**config.mk**
```make
export PLATFORM = sky130hd
export DESIGN_NAME = regfile_flags_wb
export DESIGN_NICKNAME = d
export VERILOG_FILES = /design/src/rtl/regfile_flags_wb.sv
export SDC_FILE = /design/constraint.sdc
export NUM_CORES = 1
export LEC_CHECK = 0
export BUFFER_PORTS_ARGS = -buffer_cell sky130_fd_sc_hd__buf_2
export CAP_MARGIN = 20
export CORE_MARGIN = 2
export CORE_UTILIZATION = 40
export DETAILED_ROUTE_END_ITERATION = 16
export PLACE_DENSITY = 0.54
export SLEW_MARGIN = 20
export SYNTH_ARGS = -nofsm -noshare
export SYNTH_HDL_FRONTEND = slang
export SYNTH_SLANG_ARGS = --single-unit
export TNS_END_PERCENT = 10
```
**constraint.sdc**
```tcl
create_clock -name clk -period 1.8 [get_ports clk]
set_clock_uncertainty 0.1 [all_clocks]
set_input_delay 0.18 -clock clk [delete_from_list [all_inputs] [get_ports clk]]
set_output_delay 0.18 -clock clk [all_outputs]
set_load 0.01 [all_outputs]
```
**src/rtl/regfile_flags_wb.sv**
```systemverilog
`default_nettype none
// +--------------------------------------------------------------------------+
// | regfile_flags_wb                                                         |
// | Register file for ALU operands and results, with a Z/C/V/N flags         |
// | register and branch-condition evaluation.                                |
// | Revision: 1.0                                                            |
// +--------------------------------------------------------------------------+
module regfile_flags_wb #(
    parameter int NREGS   = 8,
    parameter bit R0_ZERO = 1'b1,
    parameter bit BYPASS  = 1'b1
) (
    input  logic       clk,
    input  logic       rst_n,
    input  logic [2:0] rd_addr_a,
    output logic [7:0] rd_data_a,
    input  logic [2:0] rd_addr_b,
    output logic [7:0] rd_data_b,
    input  logic       wr_en,
    input  logic [2:0] wr_addr,
    input  logic [7:0] wr_data,
    input  logic       flag_we,
    input  logic       zero_in,
    input  logic       carry_in,
    input  logic       overflow_in,
    input  logic [2:0] cond,
    output logic       flag_z,
    output logic       flag_c,
    output logic       flag_v,
    output logic       flag_n,
    output logic       cond_true
);

    logic [7:0] regs_q [NREGS];
    logic [7:0] regs_d [NREGS];
    logic [3:0] flags_q;
    logic [3:0] flags_d;
    logic       wr_ok;
    logic [2:0] rd_addr [2];

    assign rd_addr[0] = rd_addr_a;
    assign rd_addr[1] = rd_addr_b;

    always_comb begin
        wr_ok  = wr_en && (int'(wr_addr) < NREGS) && !(R0_ZERO && (wr_addr == 3'd0));
        regs_d = regs_q;
        if (wr_ok) begin
            regs_d[wr_addr] = wr_data;
        end
    end

    // Flags packed as {Z, C, V, N}; N comes from the result bus even when the register write is off.
    always_comb begin
        flags_d = flags_q;
        if (flag_we) begin
            flags_d = {zero_in, carry_in, overflow_in, wr_data[7]};
        end
    end

    always_ff @(posedge clk or negedge rst_n) begin
        if (!rst_n) begin
            for (int i = 0; i < NREGS; i++) begin
                regs_q[i] <= 8'h00;
            end
            flags_q <= 4'h0;
        end else begin
            regs_q  <= regs_d;
            flags_q <= flags_d;
        end
    end

    // The hardwired-zero register wins over write-through forwarding.
    for (genvar p = 0; p < 2; p++) begin : g_rd_port
        logic [7:0] port_data;
        always_comb begin
            port_data = 8'h00;
            if (R0_ZERO && (rd_addr[p] == 3'd0)) begin
                port_data = 8'h00;
            end else if (int'(rd_addr[p]) < NREGS) begin
                if (BYPASS && wr_en && (rd_addr[p] == wr_addr)) begin
                    port_data = wr_data;
                end else begin
                    port_data = regs_q[rd_addr[p]];
                end
            end
        end
    end

    assign rd_data_a = g_rd_port[0].port_data;
    assign rd_data_b = g_rd_port[1].port_data;

    assign flag_z = flags_q[3];
    assign flag_c = flags_q[2];
    assign flag_v = flags_q[1];
    assign flag_n = flags_q[0];

    always_comb begin
        cond_true = 1'b1;
        case (cond)
            3'b000:  cond_true = 1'b1;
            3'b001:  cond_true = flags_q[3];
            3'b010:  cond_true = !flags_q[3];
            3'b011:  cond_true = flags_q[2];
            3'b100:  cond_true = !flags_q[2];
            3'b101:  cond_true = flags_q[1];
            3'b110:  cond_true = flags_q[0];
            default: cond_true = flags_q[0] ^ flags_q[1];
        endcase
    end

endmodule
`default_nettype wire
```
==> results by group, run 1 <==
Logic synthesis
  • Synthesized area: 3920 um^2
  • Netlist cell types: 25
  • Ys Warns: 0
  • Synth area leaders: dfrtp_1 43%, mux2_2 17%, mux4_2 11%
  • Most instantiated cells after synthesis: 68 x dfrtp_1, 60 x mux2_2, 19 x mux4_2
  • Number of synthesized flops with an enable pin: 0
  • Synth Area per Inst: 15.0 um^2
  • Synth async-reset ratio: 1.00
  • Yosys top cell area share: 0.434
  • #FFs+latches synth: 68
  • Sequential area share after synthesis: 0.434
  • Leading area contributor after synthesis: dfrtp_1
  • Synth Instances: 261
  • Count leader, synth: dfrtp_1
  • Top FF cell, synth: dfrtp_1
  • Syn Nets: 288

Timing
  • Final hold slack: 48.5 ps
  • Final WS setup: -157 ps
  • Rel. slew slack: 0.462
  • Slew @ Worst Pin: 802 ps
  • Fin crit period: 1960 ps
  • Max Slew Vio Count: 0
  • Highest clock rate: 511 MHz
  • Final Setup Violations: 16
  • Fin. Hold Viols: 0
  • Final Cycle Share: 1.09
  • RSZ-0062 raised after global routing: true

Die
  • Core box area: 9640 um^2
  • Die area: 10600 um^2
  • Num ports: 48
  • Initial core utilization: 0.407
  • Floorplan row count: 36
  • Die height: 103 um
  • Die width: 103 um

Power and ir drop
  • Seq pwr share: 0.427
  • Peak supply drop: 575 uV
  • Comb pwr share: 0.247
  • Switching part of the total: 0.273
  • Pwr per Cell Area: 1020 nW/um^2
  • Sw Pwr: 1.29 mW
  • Static Leak: 2.01 nW
  • Int Pwr: 3.45 mW
  • Clock power frac: 0.326

Finish
  • N_diodes: 0
  • Fillers: 875
  • Non-Filler Instances: 465
  • Area growth syn-to-layout: 18.6%
  • Share of layout cells above drive strength 1: 0.581
  • Net count, final: 354

Routing
  • Vias after detailed routing: 2532
  • Pre-Repair DR Iteration Count: 4
  • WL final: 9360 um
  • Avg WL per Cell: 20.1 um
  • ANT nets after route: 0
  • DRC violations left: 0
  • Routed vias/inst: 5.45
  • Iter 0 DRT Violations: 135

CTS
  • Clock transition at path regs: 80 ps
  • CTS Root Cell: clkbuf_8
  • Setup bufs post-CTS: 0
  • Clock latency on the worst-skew pair: 340 ps
  • Total CTS buffers: 9
  • Max H-tree Level: 3
  • Clk buf depth: 2
  • Clock tree sinks: 68
  • CTS tree: yes

Critical path
  • R2R setup slack: 900 ps
  • WP data arrival: 1680 ps
  • CP max FO: 3
  • R2R Path End: regs_q[3]
  • Slowest cell on the critical path: mux4_2
  • Critical setup path kind: flop to output pin
  • Ordered cell list for the critical path: mux4_2 > mux2i_1 > a211oi_2 > buf_2
  • Worst r2r path cells: 1
  • CP endpoint kind: output pin
  • Crit path max-delay family: multiplexers
  • Req. time, crit path: 1520 ps
  • Critical R2R Launch: regs_q[3]
  • Bufs and invs on worst path: 1
  • Startpoint types: flop
  • CP peak stage delay: 470 ps

Global routing
  • Initial antenna violation count: 0
  • Grt ovf: 0
  • Largest net degree at the start of global routing: 69
  • Global-route wire length before repair: 14500 um
  • Vias in the first global route: 2546
  • GRT Total Usage: 0.190

Placed design
  • Dpl hpwl: 6420 um
  • GP Congestion: 0.735
  • I/O Buffers: 47
  • Placed Cells incl. Taps: 445

Worst hold path
  • Hold EP: flags_q[2]
  • Hold Path Origin: flag_we
  • Hold Crit Class: input port to flop
  • Hold depth: 2

Outcome
  • Status: complete, but fails checks
  • Violated checks: negative setup slack

Run
  • Max Cap Viol: 0
[placed cells by master (no fill, tap or decap), types with 3 or more instances in the layout]
| master | n |
|---|---|
| dfrtp_1 | 68 |
| mux2_2 | 60 |
| buf_2 | 47 |
| mux4_2 | 31 |
| buf_4 | 27 |
| mux2i_1 | 16 |
| nor2_1 | 16 |
| a211oi_1 | 14 |
| clkbuf_8 | 9 |
| xnor2_1 | 6 |
| nand2_1 | 4 |
| dlygate4sd3_1 | 4 |
| buf_12 | 4 |
| nand4b_1 | 3 |
| bufinv_16 | 3 |
[state kept, by name (all words and copies together) (netlist names)]
register / count
regs_q: 64
flags_q: 4
[kinds of logic (layout without fill, tap and decap cells)]
kind of cell	after synthesis	in the layout	share of synthesized area
compound gates	19	19	0.0367
xor+xnor	7	7	0.0156
buf+inv	27	98	0.0540
flops	68	68	0.434
mux	108	108	0.410
simple gates	32	32	0.0498
[power groups by stage]
stage | logic, mW | registers (mW) | clock network (mW)
after floorplan | 0.843 | 1.97 | 0
after global placement | 1.15 | 2.03 | 0
after detailed placement | 1.17 | 2.04 | 0
after CTS | 1.19 | 2.02 | 1.57
after global routing | 1.28 | 2.06 | 1.64
final | 1.17 | 2.03 | 1.55
[layer usage]
| metal | track usage | routed length (um) | vias to the layer above |
|---|---|---|---|
| met5 | 0 | 0 | - |
| met4 | 0.0455 | 79 | 0 |
| met3 | 0.0407 | 391 | 10 |
| met2 | 0.307 | 4600 | 55 |
| met1 | 0.263 | 4290 | 1329 |
| li1 | - | - | 1138 |
[layout make-up]
class | instances | area (um^2) | area share
tap | 133 | 166 | 0.0358
timing repair buffer | 82 | 558 | 0.120
sequential | 68 | 1700 | 0.366
clock buffer | 10 | 128 | 0.0275
multi-input combinational | 166 | 1980 | 0.427
clock inverter | 6 | 111 | 0.0240
[what timing repair did]
item / CTS / global route
hold buffers: 4 / 0
pin swaps: 6 / 4
resized for setup: 12 / 2
endpoints found under the setup margin: 16 / 16
endpoints found under the hold margin: 71 / 0
[per-stage QoR]
step           worst slack, ps  instance area [um^2]  setup TNS, ps   util  total power, mW
6_report                  -157                  4650          -1830  0.482             4.75
5_1_grt                   -248                  4650          -3130  0.482             4.99
4_1_cts                   -175                  4660          -2140  0.483             4.78
3_5_place_dp             -60.8                  4400           -312  0.457             3.21
3_3_place_gp             -36.2                  4400           -174  0.457             3.18
2_1_floorplan              288                  3920              0      -             2.81
[worst max path at each step]
stage                 start      endpoint  slack, ps  cells after the start
5_1_grt           regs_q[1]  rd_data_b[1]       -250                      4
6_report          regs_q[4]  rd_data_b[4]       -160                      4
3_3_place_gp   rd_addr_a[1]  rd_data_a[3]        -40                      7
2_1_floorplan    wr_addr[2]  rd_data_b[1]        290                      5
4_1_cts          regs_q[12]  rd_data_a[4]       -180                      4
3_5_place_dp   rd_addr_a[1]  rd_data_a[3]        -60                      7
Power figures use the tool's default switching activity.
==> run 2, diff against run 1 <==
==> constraint.sdc (replaced) <==
create_clock -name clk -period 1.8 [get_ports clk]
set_clock_uncertainty 0.1 [all_clocks]
set_input_delay 0.27 -clock clk [delete_from_list [all_inputs] [get_ports clk]]
set_output_delay 0.27 -clock clk [all_outputs]
set_load 0.01 [all_outputs]
==> run 2 against run 1 <==
  * The run still ends with negative setup slack left
  * Design area increased by 0.19%
  * Worst setup slack got worse by 97 ps
  * Core utilization increased by 0.091 points
  * Via count decreased by 0.55%
  * Maximum frequency decreased by 4.7%
  * Combinational power about the same
  * Clock power decreased by 18%
  * Worst hold slack improved by 4.3 ps
  * Die area unchanged
  * First-iteration DRC count decreased by 44%
==> results by group, run 2 (synthesis gave the netlist of run 1 again) <==
Outcome
  • Status: complete, but fails checks
  • Violated checks: negative setup slack

Power and ir drop
  • Int Pwr: 3.19 mW (-7.6%)
  • Static Leak: 2.01 nW (about the same)
  • Clock power frac: 0.282 (-0.044)
  • Sw Pwr: 1.30 mW (+0.33%)
  • Seq pwr share: 0.452 (+0.025)
  • Peak supply drop: 497 uV (-13%)
  • Switching part of the total: 0.289 (+0.0167)
  • Comb pwr share: 0.265 (+0.018)
  • Pwr Total: 4.49 mW (-5.5%)
  • Pwr per Cell Area: 964 nW/um^2 (-5.6%)

Critical path
  • Bufs and invs on worst path: 1 (unchanged)
  • Crit path max-delay family: multiplexers
  • CP endpoint kind: output pin
  • R2R setup slack: 910 ps (about the same)
  • Critical R2R Launch: flags_q[3]
  • R2R Path End: flags_q[3]
  • Startpoint types: flop
  • Slowest cell on the critical path: mux4_1
  • Req. time, crit path: 1430 ps (-90 ps)
  • Ordered cell list for the critical path: mux4_1 > mux2i_1 > a211oi_1 > buf_2
  • CP max FO: 3 (unchanged)
  • CP peak stage delay: 500 ps (+30 ps)
  • Critical setup path kind: flop to output pin
  • Worst r2r path cells: 1 (unchanged)
  • WP data arrival: 1680 ps (about the same)

CTS
  • Clock tree sinks: 68 (unchanged)
  • Total CTS buffers: 9 (unchanged)
  • Max H-tree Level: 3 (unchanged)
  • Clock transition at path regs: 80 ps (about the same)
  • Clk buf depth: 2 (unchanged)
  • CTS Root Cell: clkbuf_8
  • Clock latency on the worst-skew pair: 340 ps (about the same)
  • Setup bufs post-CTS: 0 (unchanged)
  • CTS tree: yes

Worst hold path
  • Hold depth: 2 (unchanged)
  • Hold EP: flags_q[2]
  • Hold Path Origin: carry_in
  • Hold Crit Class: input port to flop

Global routing
  • Largest net degree at the start of global routing: 45 (-35%)
  • Met2 Use GR: 0.316 (+0.00949)
  • Initial antenna violation count: 0 (unchanged)
  • Grt met1 use: 0.253 (-0.00992)
  • GRT busiest layer: met2
  • Global-route wire length before repair: 14300 um (-0.95%)
  • GRT Total Usage: 0.190 (+0.000741)
  • Grt met3 use: 0.0393 (-0.00136)
  • Grt ovf: 0 (unchanged)
  • Vias in the first global route: 2468 (-3.1%)

Placed design
  • I/O Buffers: 47 (unchanged)
  • Dpl cell area: 4450 um^2 (+1.0%)
  • Placed Cells incl. Taps: 451 (+1.3%)
  • Dpl hpwl: 6580 um (+2.5%)
  • Pre-CTS WS: -202 ps (-142 ps)
  • GP Congestion: 0.794 (+8.1%)

Timing
  • Rel. slew slack: 0.426 (-0.0362)
  • Total negative setup slack: -3180 ps (-1350 ps)
  • Final Cycle Share: 1.14 (+0.0540)
  • Final Setup Violations: 16 (unchanged)
  • Fin. Hold Viols: 0 (unchanged)
  • Fin crit period: 2050 ps (+97.2 ps)
  • RSZ-0062 raised after global routing: true
  • Highest clock rate: 487 MHz (-4.7%)
  • Slew @ Worst Pin: 856 ps (+54.0 ps)
  • Final hold slack: 52.8 ps (+4.31 ps)
  • Max Slew Vio Count: 0 (unchanged)
  • Final WS setup: -254 ps (-97.2 ps)

Finish
  • Non-Filler Instances: 468 (+0.65%)
  • Area growth syn-to-layout: 18.8%
  • Fillers: 886 (+1.3%)
  • Flip-flop count of the largest register after layout: 64 (unchanged)
  • Share of layout cells above drive strength 1: 0.609 (+0.0276)
  • Most frequent cells in the layout: 68 x dfrtp_1, 60 x mux2_2, 47 x buf_2
  • Net count, final: 357 (+0.85%)
  • N_diodes: 0 (unchanged)
  • Final Cell Area: 4660 um^2 (+0.19%)
  • Top reg by flops: regs_q
  • Post-layout util: 0.483 (+0.000909)
  • Leading cell type in the layout, fill and taps excluded: dfrtp_1
  • Biggest regs: regs_q (64), flags_q (4)

Routing
  • Pre-Repair DR Iteration Count: 4 (unchanged)
  • Vias after detailed routing: 2518 (-0.55%)
  • Routed vias/inst: 5.38 (-1.2%)
  • DRC violations left: 0 (unchanged)
  • WL final: 9310 um (-0.46%)
  • Iter 0 DRT Violations: 76 (-44%)
  • Avg WL per Cell: 19.9 um (-1.1%)
  • ANT nets after route: 0 (unchanged)

Die
  • Initial core utilization: 0.407 (unchanged)
  • Num ports: 48 (unchanged)
  • Die height: 103 um (unchanged)
  • Floorplan row count: 36 (unchanged)
  • Core box area: 9640 um^2 (unchanged)
  • Die area: 10600 um^2 (unchanged)
  • Die width: 103 um (unchanged)

Run
  • Max Cap Viol: 0 (unchanged)
## run 2: changes by cell type in the layout (fill, tap and decap cells not counted), sizes merged
cell | previous run | this run
buf | 78 | 84
bufinv | 3 | 1
clkbuf | 10 | 9
clkinvlp | 1 | 3
dlygate4sd3 | 4 | 1
inv | 1 | 2
## run 2: cell type report
| class | instances | area (um^2) | area share |
|---|---|---|---|
| clock buffers | 9 | 124 | 0.0266 |
| clock inverters | 7 | 75.1 | 0.0161 |
| multi-input cells | 166 | 2010 | 0.432 |
| flip-flops and latches | 68 | 1700 | 0.365 |
| well taps | 133 | 166 | 0.0357 |
| repair buffers | 85 | 577 | 0.124 |
## run 2: worst max-delay path by stage
stage	startpoint	slack (ps)	endpoint	cells after the start
after floorplan	wr_addr[2]	110	rd_data_b[1]	5
after global placement	rd_addr_a[1]	-220	rd_data_a[2]	6
after detailed placement	rd_addr_b[1]	-200	rd_data_b[4]	6
after CTS	regs_q[34]	-270	rd_data_b[2]	4
after global routing	regs_q[7]	-360	rd_data_b[7]	4
final	regs_q[34]	-250	rd_data_b[2]	4
## run 2: what timing repair did
item | CTS | global route
endpoints found under the setup margin | 16 | 16
hold endpoints to repair | 15 | 0
gates resized for setup | 13 | 7
pin swaps | 8 | 2
hold buffers | 1 | 0
## run 2: routing by layer
metal	vias to the layer above	share of wire
met2	51	0.51
met5	-	0
li1	1156	-
met1	1307	0.46
met4	0	0.0070
met3	4	0.029
## run 2: power by group through the flow
stage | clock network, mW | logic, mW | registers (mW)
3_3_place_gp | 0 | 1.15 | 2.04
3_5_place_dp | 0 | 1.17 | 2.04
4_1_cts | 1.31 | 1.19 | 2.02
6_report | 1.27 | 1.19 | 2.03
5_1_grt | 1.38 | 1.29 | 2.07
2_1_floorplan | 0 | 0.843 | 1.97
